<file path="src/rtl/stop_watch_ctrl.sv">
// stop_watch_ctrl: button-driven control FSM and display capture for a BCD stopwatch.
// Lap capture, lap counter and freeze are built only with STOP_WATCH_LAP_EN defined.
`default_nettype none

module stop_watch_ctrl #(
  parameter int LAP_CNT_W = 4
) (
  input  logic                 clk,
  input  logic                 reset_n,
  input  logic                 btn_ss,
  input  logic                 btn_clr,
  input  logic                 btn_lap,
  input  logic [3:0]           d2,
  input  logic [3:0]           d1,
  input  logic [3:0]           d0,
  output logic                 go,
  output logic                 clr,
  output logic [3:0]           disp2,
  output logic [3:0]           disp1,
  output logic [3:0]           disp0,
  output logic                 frozen,
  output logic [LAP_CNT_W-1:0] lap_cnt
);

  localparam logic [1:0] S_IDLE  = 2'd0;
  localparam logic [1:0] S_RUN   = 2'd1;
  localparam logic [1:0] S_PAUSE = 2'd2;
  localparam logic [1:0] S_LAP   = 2'd3;

`ifdef STOP_WATCH_LAP_EN
  localparam logic C_LAP_EN = 1'b1;
`else
  localparam logic C_LAP_EN = 1'b0;
`endif

  logic [1:0]  r_state;
  logic [1:0]  w_state_nxt;
  logic [2:0]  r_prev;
  logic [2:0]  r_ev;
  logic        r_arm;
  logic        w_ev_ss;
  logic        w_ev_clr;
  logic        w_ev_lap;
  logic        w_go_nxt;
  logic        w_clr_nxt;
  logic [11:0] w_d;
  logic [11:0] w_disp_nxt;
  logic [11:0] r_disp;
  logic        r_go;
  logic        r_clr;

  assign w_d = {d2, d1, d0};

  // r_arm masks the first sample after reset so a held button cannot fire.
  always_ff @(posedge clk or negedge reset_n) begin
    if (!reset_n) begin
      r_prev <= 3'b000;
      r_ev   <= 3'b000;
      r_arm  <= 1'b0;
    end else begin
      r_prev <= {btn_lap, btn_clr, btn_ss};
      r_ev   <= {btn_lap, btn_clr, btn_ss} & ~r_prev & {3{r_arm}};
      r_arm  <= 1'b1;
    end
  end

  assign w_ev_ss  = r_ev[0];
  assign w_ev_clr = r_ev[1];
  assign w_ev_lap = r_ev[2] & C_LAP_EN;

  always_ff @(posedge clk or negedge reset_n) begin
    if (!reset_n) begin
      r_state <= S_IDLE;
    end else begin
      r_state <= w_state_nxt;
    end
  end

  // Priority ss > clr > lap: a higher event, even one ignored in this state, drops the rest.
  always_comb begin
    w_state_nxt = r_state;
    case (r_state)
      S_IDLE: begin
        if (w_ev_ss) w_state_nxt = S_RUN;
      end
      S_RUN: begin
        if (w_ev_ss)        w_state_nxt = S_PAUSE;
        else if (w_ev_clr)  w_state_nxt = S_RUN;
        else if (w_ev_lap)  w_state_nxt = S_LAP;
      end
      S_LAP: begin
        if (w_ev_ss)        w_state_nxt = S_PAUSE;
        else if (w_ev_clr)  w_state_nxt = S_RUN;
        else if (w_ev_lap)  w_state_nxt = S_LAP;
      end
      S_PAUSE: begin
        if (w_ev_ss)        w_state_nxt = S_RUN;
        else if (w_ev_clr)  w_state_nxt = S_IDLE;
      end
      default: w_state_nxt = S_IDLE;
    endcase
  end

  always_comb begin
    w_go_nxt  = (w_state_nxt == S_RUN) || (w_state_nxt == S_LAP);
    w_clr_nxt = (w_state_nxt == S_IDLE);
  end

  always_ff @(posedge clk or negedge reset_n) begin
    if (!reset_n) begin
      r_go   <= 1'b0;
      r_clr  <= 1'b1;
      r_disp <= 12'h000;
    end else begin
      r_go   <= w_go_nxt;
      r_clr  <= w_clr_nxt;
      r_disp <= w_disp_nxt;
    end
  end

`ifdef STOP_WATCH_LAP_EN
  logic                 w_capture;
  logic [11:0]          r_lap;
  logic [LAP_CNT_W-1:0] r_cnt;
  logic                 r_frozen;

  assign w_capture = w_ev_lap && !w_ev_ss && !w_ev_clr &&
                     ((r_state == S_RUN) || (r_state == S_LAP));

  always_ff @(posedge clk or negedge reset_n) begin
    if (!reset_n) begin
      r_lap    <= 12'h000;
      r_cnt    <= '0;
      r_frozen <= 1'b0;
    end else begin
      if (w_capture) r_lap <= w_d;
      if (w_state_nxt == S_IDLE)
        r_cnt <= '0;
      else if (w_capture)
        r_cnt <= r_cnt + {{(LAP_CNT_W-1){1'b0}}, 1'b1};
      r_frozen <= (w_state_nxt == S_LAP);
    end
  end

  // A capture shows the new lap on the same edge it is taken.
  assign w_disp_nxt = (w_state_nxt == S_LAP) ? (w_capture ? w_d : r_lap) : w_d;
  assign frozen     = r_frozen;
  assign lap_cnt    = r_cnt;
`else
  assign w_disp_nxt = w_d;
  assign frozen     = 1'b0;
  assign lap_cnt    = '0;
`endif

  assign go    = r_go;
  assign clr   = r_clr;
  assign disp2 = r_disp[11:8];
  assign disp1 = r_disp[7:4];
  assign disp0 = r_disp[3:0];

endmodule

`default_nettype wire

</file>
<file path="config.mk">
export PLATFORM = sky130hd
export DESIGN_NAME = stop_watch_ctrl
export DESIGN_NICKNAME = d
export VERILOG_FILES = /design/src/rtl/stop_watch_ctrl.sv
export SDC_FILE = /design/constraint.sdc
export NUM_CORES = 1
export LEC_CHECK = 0
export ABC_AREA = 1
export CORE_MARGIN = 2
export CORE_UTILIZATION = 45
export DETAILED_ROUTE_END_ITERATION = 6
export DONT_BUFFER_PORTS = 1
export MAX_ROUTING_LAYER = met4
export SLEW_MARGIN = 10
export SYNTH_ARGS = -nofsm -noshare
export SYNTH_HDL_FRONTEND = slang
export SYNTH_SLANG_ARGS = --single-unit
export TNS_END_PERCENT = 50
</file>
<file path="constraint.sdc">
create_clock -name clk -period 1.21 [get_ports clk]
set_input_delay 0.242 -clock clk [delete_from_list [all_inputs] [get_ports clk]]
set_output_delay 0.242 -clock clk [all_outputs]
set_load 0.02 [all_outputs]
</file>
==> impl_results.md, run 1 <==
* Die area at 0.001664 mm²
* # setup viols final at 0
* Longest Clk Path Bufs at 2
* Netlist Area Pre-Place at 609.3 µm²
* Crit-path max FO at 1
* Critical Path Source Type: register
* Initial antenna violation count at 0
* Final period util at 0.9298
* Core footprint at 0.001285 mm²
* Pin count of the biggest net entering global routing at 21
* Placed wire-length estimate at 656.5 µm
* Worst Setup SP: clr
* FF-to-FF Start: go
* Max cap viols at 0
* Kind of end point of the critical path: output port
* Clk slew on worst S/H paths at 110 ps
* Worst EP arrival at 880 ps
* Antenna cells at 0
* Worst-margin pin slew at 835.7 ps
* Filler cells at 104
* CTS sink cnt at 20
* CP Class: reg -> out
* Vias in the first global route at 337
* Placed inst area at 605.6 µm²
* Leakage at 0.3852 nW
* Skew-Pair Late Insertion Delay at 290 ps
* DRC violations left at 0
* Post-route cell area at 808.3 µm²
* Via Count at 328
* RSZ-0062 raised after global routing: no
* Std-Cell Rows at 13
* Mean Syn Cell Area at 14.51 µm²
* Net count reported at finish at 78
* Cells after Synth at 42
* PostCTS Resize Cnt at 0
* CTS buffer count at 3
* Area taken by flip-flops and latches at 501.7 µm²
* Status: completed
* Layout cell share with drive strength beyond 1 at 0.1167
* Synth warnings at 0
* Max Slew Vio Count at 0
* Worst Hold Class: in -> reg
* Antenna Nets Post-Route at 0
* CTS tree: yes
* H-tree depth at 1
* Initial core utilization at 0.4742
* PD cells at 1763 mW/mm²
* Footprint of the multi-input gates at 70.07 µm²
* Overall Power at 1.425 mW
* DRT iter0 DRCs at 0
* Area grow syn2layout at 32.65%
* Routed wire per std cell at 12.75 µm
* Max Clk Rate at 888.9 MHz
* Final Skew at 1.319 ps
* Maximum VDD drop at 0.8541 mV
* Tot GR Track Use at 0.1567
* Total gr overflow at 0
* #FFs+latches synth at 20
* I/O Pins at 36
* IO Port Bufs at 0
* Root Driver: clkbuf_4
* Routability cong. at 0.5769
* Hold_sp: btn_ss
* Seq/Total Area, Yosys at 0.8234
* Via/cell ratio at 4.373
* Final Hold Viols at 0
* Synth cell types at 11
* Worst path required time at 970 ps
* Tmin final at 1125 ps
* Die H at 40.80 µm
* Die width at 40.80 µm
* Slew HR at 0.4410
* Routed WL at 956 µm
* Setup_tns at 0 ps
* First-pass GRT wire length at 1483 µm
* First-pass DRT Iterations at 1
[sequential cells by signal, summed over array words and instances (netlist names)]
| name | cells |
|---|---|
| r_ev | 2 |
| r_arm | 1 |
| r_disp | 12 |
| go | 1 |
| r_state | 1 |
| r_prev | 2 |
| clr | 1 |
[stage by stage]
stage | util | cells | hold WS (ps) | setup slack, ps
floorplan | - | 46 | -53.59 | 397.8
global placement | 0.4713 | 56 | -53.16 | 379.9
detailed placement | 0.4713 | 56 | -53.13 | 346.4
CTS | 0.6290 | 75 | 39.61 | 77.20
global route | 0.6290 | 75 | 49.08 | 30.14
finish | 0.6290 | 75 | 45.66 | 84.97
[power breakdown]
part	leakage (nW)	total (mW)	internal (mW)	switching, mW
combinational	0.121	0.102	0.0481	0.0535
clock	0.0279	0.528	0.334	0.193
sequential	0.236	0.796	0.724	0.0718
[worst paths after layout]
path                             end  cells past startpoint  slack, ps
setup / recovery                 clr                      0         80
hold / removal               r_ev[0]                      2         50
setup reg to reg                  go                      2        340
hold reg to reg              r_ev[1]                      1        400
max in group asynchronous         go                      1        210
min in group asynchronous  r_disp[7]                      1        490
[synth_stat cells]
| library cell | n | area (µm²) |
|---|---|---|
| nand3_1 | 1 | 5.000 |
| nand2_1 | 4 | 15.01 |
| inv_2 | 1 | 3.750 |
| dfrtp_1 | 19 | 475.5 |
| nor2_1 | 4 | 15.01 |
| dfstp_2 | 1 | 26.28 |
| conb_1 | 2 | 7.510 |
| nand2_2 | 1 | 6.260 |
| inv_1 | 3 | 11.26 |
| buf_4 | 5 | 37.54 |
| and2_1 | 1 | 6.260 |
[repair_timing]
action                    in CTS  in global routing
hold endpoints to repair      34                  0
hold buffers                  15                  0
buffers inserted               0                  0
[cells by family (layout without fill, tap and decap cells)]
group | after synthesis | count (layout) | synth area share
DFF | 20 | 20 | 0.8234
and+or+nand+nor | 11 | 11 | 0.07802
buffers and inverters | 9 | 23 | 0.08624
other | 2 | 6 | 0.01232
[layout make-up]
type,instances,share of cell area
Sequential cell,20,0.6207
Timing Repair Buffer,15,0.1858
Multi-Input combinational cell,17,0.08669
Clock inverter,1,0.03715
Clock buffer,3,0.02786
Tap cell,15,0.02322
Inverter,4,0.01858
[placed cells by master, fill, tap and decap left out]
master	count
and2_1	1
bufinv_16	1
clkbuf_4	3
conb_1	6
dfrtp_1	19
dfstp_2	1
dlygate4sd3_1	15
inv_1	3
inv_2	1
nand2_1	4
nand2_2	1
nand3_1	1
nor2_1	4
[per-layer routing]
layer	vias up	part of all wire	global-route usage
met4	0	0.010	0.1250
met5	-	0	-
met3	2	0.091	0.03261
met1	159	0.29	0.1522
met2	20	0.61	0.2656
li1	147	-	-
Power figures use the tool's default switching activity.
==> run 2, diff against run 1 <==
--- a/config.mk
+++ b/config.mk
@@ -7,7 +7,7 @@
 export LEC_CHECK = 0
 export ABC_AREA = 1
 export CORE_MARGIN = 2
-export CORE_UTILIZATION = 45
+export CORE_UTILIZATION = 35
 export DETAILED_ROUTE_END_ITERATION = 6
 export DONT_BUFFER_PORTS = 1
 export MAX_ROUTING_LAYER = met4
==> run 2 against run 1 <==
First-iteration DRC count stayed put. Worst setup slack better by 7.2 ps. Clock skew hardly changed. Maximum frequency is 0.64% higher.
==> impl_results.md, run 2 (synthesized netlist as in run 1, its figures left out) <==
* Status: completed
* Std-Cell Rows at 15
* Tmin final at 1118 ps
* Routed wire per std cell at 10.27 µm
* Initial core utilization at 0.3607
* Initial antenna violation count at 0
* Max Slew Vio Count at 0
* CTS buffer count at 3
* H-tree depth at 1
* Worst Hold Class: in -> reg
* Commonest non-fill, non-tap cell in the layout: dfrtp_1
* RSZ-0062 raised after global routing: no
* Antenna Nets Post-Route at 0
* Commonest cells after routing, fill and taps aside: 19 x dfrtp_1, 15 x dlygate4sd3_1, 6 x conb_1
* Internal power at 0.9554 mW
* CTS tree: yes
* Register-to-register setup slack at 350 ps
* Placed inst area at 608.1 µm²
* First-pass DRT Iterations at 1
* Net count reported at finish at 78
* Longest Clk Path Bufs at 2
* Max cap viols at 0
* Worst-margin pin slew at 835.8 ps
* Post-route cell area at 794.5 µm²
* Worst Setup SP: clr
* CP Class: reg -> out
* Core footprint at 0.001689 mm²
* Setup crit end: clr
* Area grow syn2layout at 30.39%
* Tot GR Track Use at 0.08518
* Via/cell ratio at 4.078
* FF-to-FF Start: go
* Worst path required time at 970 ps
* Flop pwr share at 0.634
* Die area at 0.002091 mm²
* Worst EP arrival at 880 ps
* Leakage at 0.3783 nW
* Biggest regs: r_disp: 12 flops, r_ev: 2 flops, r_prev: 2 flops
* Switching part of the total at 0.2377
* Pin count of the biggest net entering global routing at 21
* Combinational share of power at 0.078
* Slew HR at 0.4410
* Routed WL at 791 µm
* Placed wire-length estimate at 581.1 µm
* Clk slew on worst S/H paths at 100 ps
* Maximum VDD drop at 1.025 mV
* Postcts setup bufs at 0
* Final period util at 0.9239
* Root Driver: clkbuf_4
* Vias in the first global route at 291
* Finished Core Util at 0.4704
* Critical Path Source Type: register
* Kind of end point of the critical path: output port
* Antenna cells at 0
* Max Clk Rate at 894.6 MHz
* Total gr overflow at 0
* Place WS at 360.2 ps
* Final Hold Slack at 48.37 ps
* Final Hold Viols at 0
* Skew-Pair Late Insertion Delay at 280 ps
* I/O Pins at 36
* Die width at 45.73 µm
* IO Port Bufs at 0
* Number of flip-flops in the largest register at 12
* DRT iter0 DRCs at 0
* First-pass GRT wire length at 1200 µm
* # setup viols final at 0
* Final worst-path setup slack at 92.12 ps
* CTS sink cnt at 20
* Die H at 45.73 µm
* Setup_tns at 0 ps
* Final Skew at 1.166 ps
* Crit path depth at 0
* DRC violations left at 0
* Via Count at 314
* Critical R2R Capture: go
* Most flops, register: r_disp
* PD cells at 1578 mW/mm²
* Layout cell share with drive strength beyond 1 at 0.1167
* NetSw at 0.2979 mW
* Clock power share at 0.288
* Crit-path max FO at 1
* R2R depth at 3
* Routability cong. at 0.6192
run 2: cell count changes in the layout (fill, tap and decap cells not counted), sizes merged:
cell,before,now
bufinv,1,0
clkbuf,3,4
run 2: worst min path at each step:
stage               slack [ps]      end  cells after the start    start
finish                      50  r_ev[0]                      2   btn_ss
CTS                         30  r_ev[0]                      2   btn_ss
global placement           -50       go                      0  reset_n
detailed placement         -50       go                      0  reset_n
floorplan                  -50       go                      0  reset_n
global route                30  r_ev[0]                      2   btn_ss
run 2: timing repair:
item,4_1_cts,5_1_grt
hold buffers,15,0
resized for setup,0,0
endpoints found under the hold margin,34,0
run 2: power by group through the flow:
stage / logic [mW] / registers (mW) / clock network, mW
2_1_floorplan: 0.0572 / 0.803 / 0
4_1_cts: 0.100 / 0.796 / 0.384
5_1_grt: 0.113 / 0.802 / 0.419
6_report: 0.0979 / 0.795 / 0.361
3_5_place_dp: 0.0496 / 0.810 / 0
3_3_place_gp: 0.0476 / 0.808 / 0
run 2: per-layer routing:
layer  part of all wire  track usage  vias to the layer above
met5                  0            -                        -
met2               0.57       0.1549                       17
met3              0.071      0.05159                        0
li1                   -            -                      149
met1               0.36      0.07398                      148
met4                  0      0.01714                        0
run 2: area by class of cell:
cell class / count / area, µm²
inverters: 4 / 15.01
well taps: 17 / 21.27
flip-flops and latches: 20 / 501.7
clock buffers: 4 / 36.28
fillers: 149 / 894.6
repair buffers: 15 / 150.1
multi-input cells: 17 / 70.07
run 2: stage by stage:
step / instances / power, mW
after floorplan: 46 / 0.8606
after global placement: 58 / 0.8554
after detailed placement: 58 / 0.8594
after CTS: 77 / 1.280
after global routing: 77 / 1.334
final: 77 / 1.253
==> run 3, diff against run 2 <==
--- a/config.mk
+++ b/config.mk
@@ -10,6 +10,7 @@
 export CORE_UTILIZATION = 35
 export DETAILED_ROUTE_END_ITERATION = 6
 export DONT_BUFFER_PORTS = 1
+export HOLD_SLACK_MARGIN = 0.08
 export MAX_ROUTING_LAYER = met4
 export SLEW_MARGIN = 10
 export SYNTH_ARGS = -nofsm -noshare
==> run 3 against run 2 <==
Die area did not move. Worst hold slack improved by 350 ps. Sequential power barely moved. Maximum frequency did not move. Utilization did not move. Clock skew barely moved. Routed wire length fell by 0.88%. Highest routed layer unchanged. Combinational power rose by 0.9%. Non-clock buffer count did not move.
==> impl_results.md, run 3 (synthesized netlist as in run 1, its figures left out) <==
* Status: completed
* Biggest regs: r_disp: 12 flops, r_ev: 2 flops, r_prev: 2 flops
* Maximum VDD drop at 1.025 mV
* Filler cells at 149
* DRC violations left at 0
* CTS buffer count at 3
* Commonest cells after routing, fill and taps aside: 19 x dfrtp_1, 15 x dlygate4sd3_1, 6 x conb_1
* Footprint of the multi-input gates at 70.07 µm²
* Final Hold Slack at 397.6 ps
* Via/cell ratio at 4.052
* First-pass DRT Iterations at 1
* Crit-path max FO at 1
* Leakage at 0.3783 nW
* Number of flip-flops in the largest register at 12
* Initial core utilization at 0.3607
* Worst Setup SP: clr
* DRT iter0 DRCs at 0
* Crit path depth at 0
* Tmin final at 1118 ps
* Area grow syn2layout at 30.39%
* Antenna cells at 0
* Register-to-register setup slack at 350 ps
* Commonest non-fill, non-tap cell in the layout: dfrtp_1
* Place WS at 360.2 ps
* Worst EP arrival at 880 ps
* Skew-Pair Late Insertion Delay at 280 ps
* Vias in the first global route at 289
* Setup crit end: clr
* Placed wire-length estimate at 581.1 µm
* Placed inst area at 608.1 µm²
* # setup viols final at 0
* RSZ-0062 raised after global routing: no
* I/O Pins at 36
* Routability cong. at 0.6192
* Routed WL at 784 µm
* Pin count of the biggest net entering global routing at 21
* Max Clk Rate at 894.6 MHz
* Initial antenna violation count at 0
* Max Slew Vio Count at 0
* First-pass GRT wire length at 1179 µm
* Layout cell share with drive strength beyond 1 at 0.1167
* Most flops, register: r_disp
* Clk slew on worst S/H paths at 100 ps
* Max cap viols at 0
* Final Skew at 1.176 ps
* Final period util at 0.9239
* Critical Path Source Type: register
* Area taken by flip-flops and latches at 501.7 µm²
* Core footprint at 0.001689 mm²
* Total gr overflow at 0
* Post-route cell area at 794.5 µm²
* Setup_tns at 0 ps
* CP Class: reg -> out
* Worst-margin pin slew at 837.1 ps
* Postcts setup bufs at 0
* Die area at 0.002091 mm²
* Routed wire per std cell at 10.18 µm
* PD cells at 1579 mW/mm²
* H-tree depth at 1
* Final Hold Viols at 0
* IO Port Bufs at 0
* PostCTS Resize Cnt at 0
* FF-to-FF Start: go
* Die width at 45.73 µm
* Worst Hold Class: reg -> reg
* Longest Clk Path Bufs at 2
* CTS tree: yes
* Root Driver: clkbuf_4
* Kind of end point of the critical path: output port
* R2R depth at 3
* Std-Cell Rows at 15
* Final worst-path setup slack at 92.12 ps
* Slew HR at 0.4401
* Tot GR Track Use at 0.08348
* Via Count at 312
* Net count reported at finish at 78
* Antenna Nets Post-Route at 0
* CTS sink cnt at 20
* Die H at 45.73 µm
* Worst path required time at 970 ps
* Critical R2R Capture: go
[run 3: cell counts in the layout (fill, tap and decap cells not counted)]
No cell type changed its count.
[run 3: layer usage]
metal / routed length (µm) / vias up / GRT usage / share of wire
met4: 0 / 0 / 0.01714 / 0
li1: - / 148 / - / -
met2: 443 / 17 / 0.1521 / 0.57
met3: 56 / 0 / 0.05159 / 0.071
met1: 283 / 147 / 0.07143 / 0.36
met5: 0 / - / - / 0
[run 3: per-stage QoR]
step | power (mW) | cells | util
after CTS | 1.281 | 77 | 0.4704
after global routing | 1.335 | 77 | 0.4704
after detailed placement | 0.8594 | 58 | 0.3600
after global placement | 0.8554 | 58 | 0.3600
final | 1.254 | 77 | 0.4704
after floorplan | 0.8606 | 46 | -
[run 3: power breakdown]
group | internal (mW) | switching, mW | total [mW]
Clock | 0.183 | 0.178 | 0.361
Sequential | 0.724 | 0.0704 | 0.795
Combinational | 0.0480 | 0.0507 | 0.0988
[run 3: area by class of cell]
type,count,area share
timing repair buffer,15,0.1890
clock buffer,4,0.04567
tap,17,0.02677
multi-input combinational,17,0.08819
sequential,20,0.6315
inverter,4,0.01890
[run 3: worst register-to-register path, stage by stage (launching register included)]
cell     delay (ps)
dfrtp_1         480
inv_1           100
nand2_2          50
and2_1          130
[run 3: how the worst min path moves through the flow]
stage,to,slack [ps],from,cells past startpoint
floorplan,go,-50,reset_n,0
global placement,go,-50,reset_n,0
detailed placement,go,-50,reset_n,0
CTS,r_ev[0],400,r_prev[0],1
global route,r_ev[0],420,r_prev[0],1
finish,r_ev[1],400,r_prev[1],1
[run 3: what timing repair did]
action	in CTS	in global routing
endpoints found under the hold margin	36	0
endpoints found under the setup margin	0	0
hold buffers	15	0
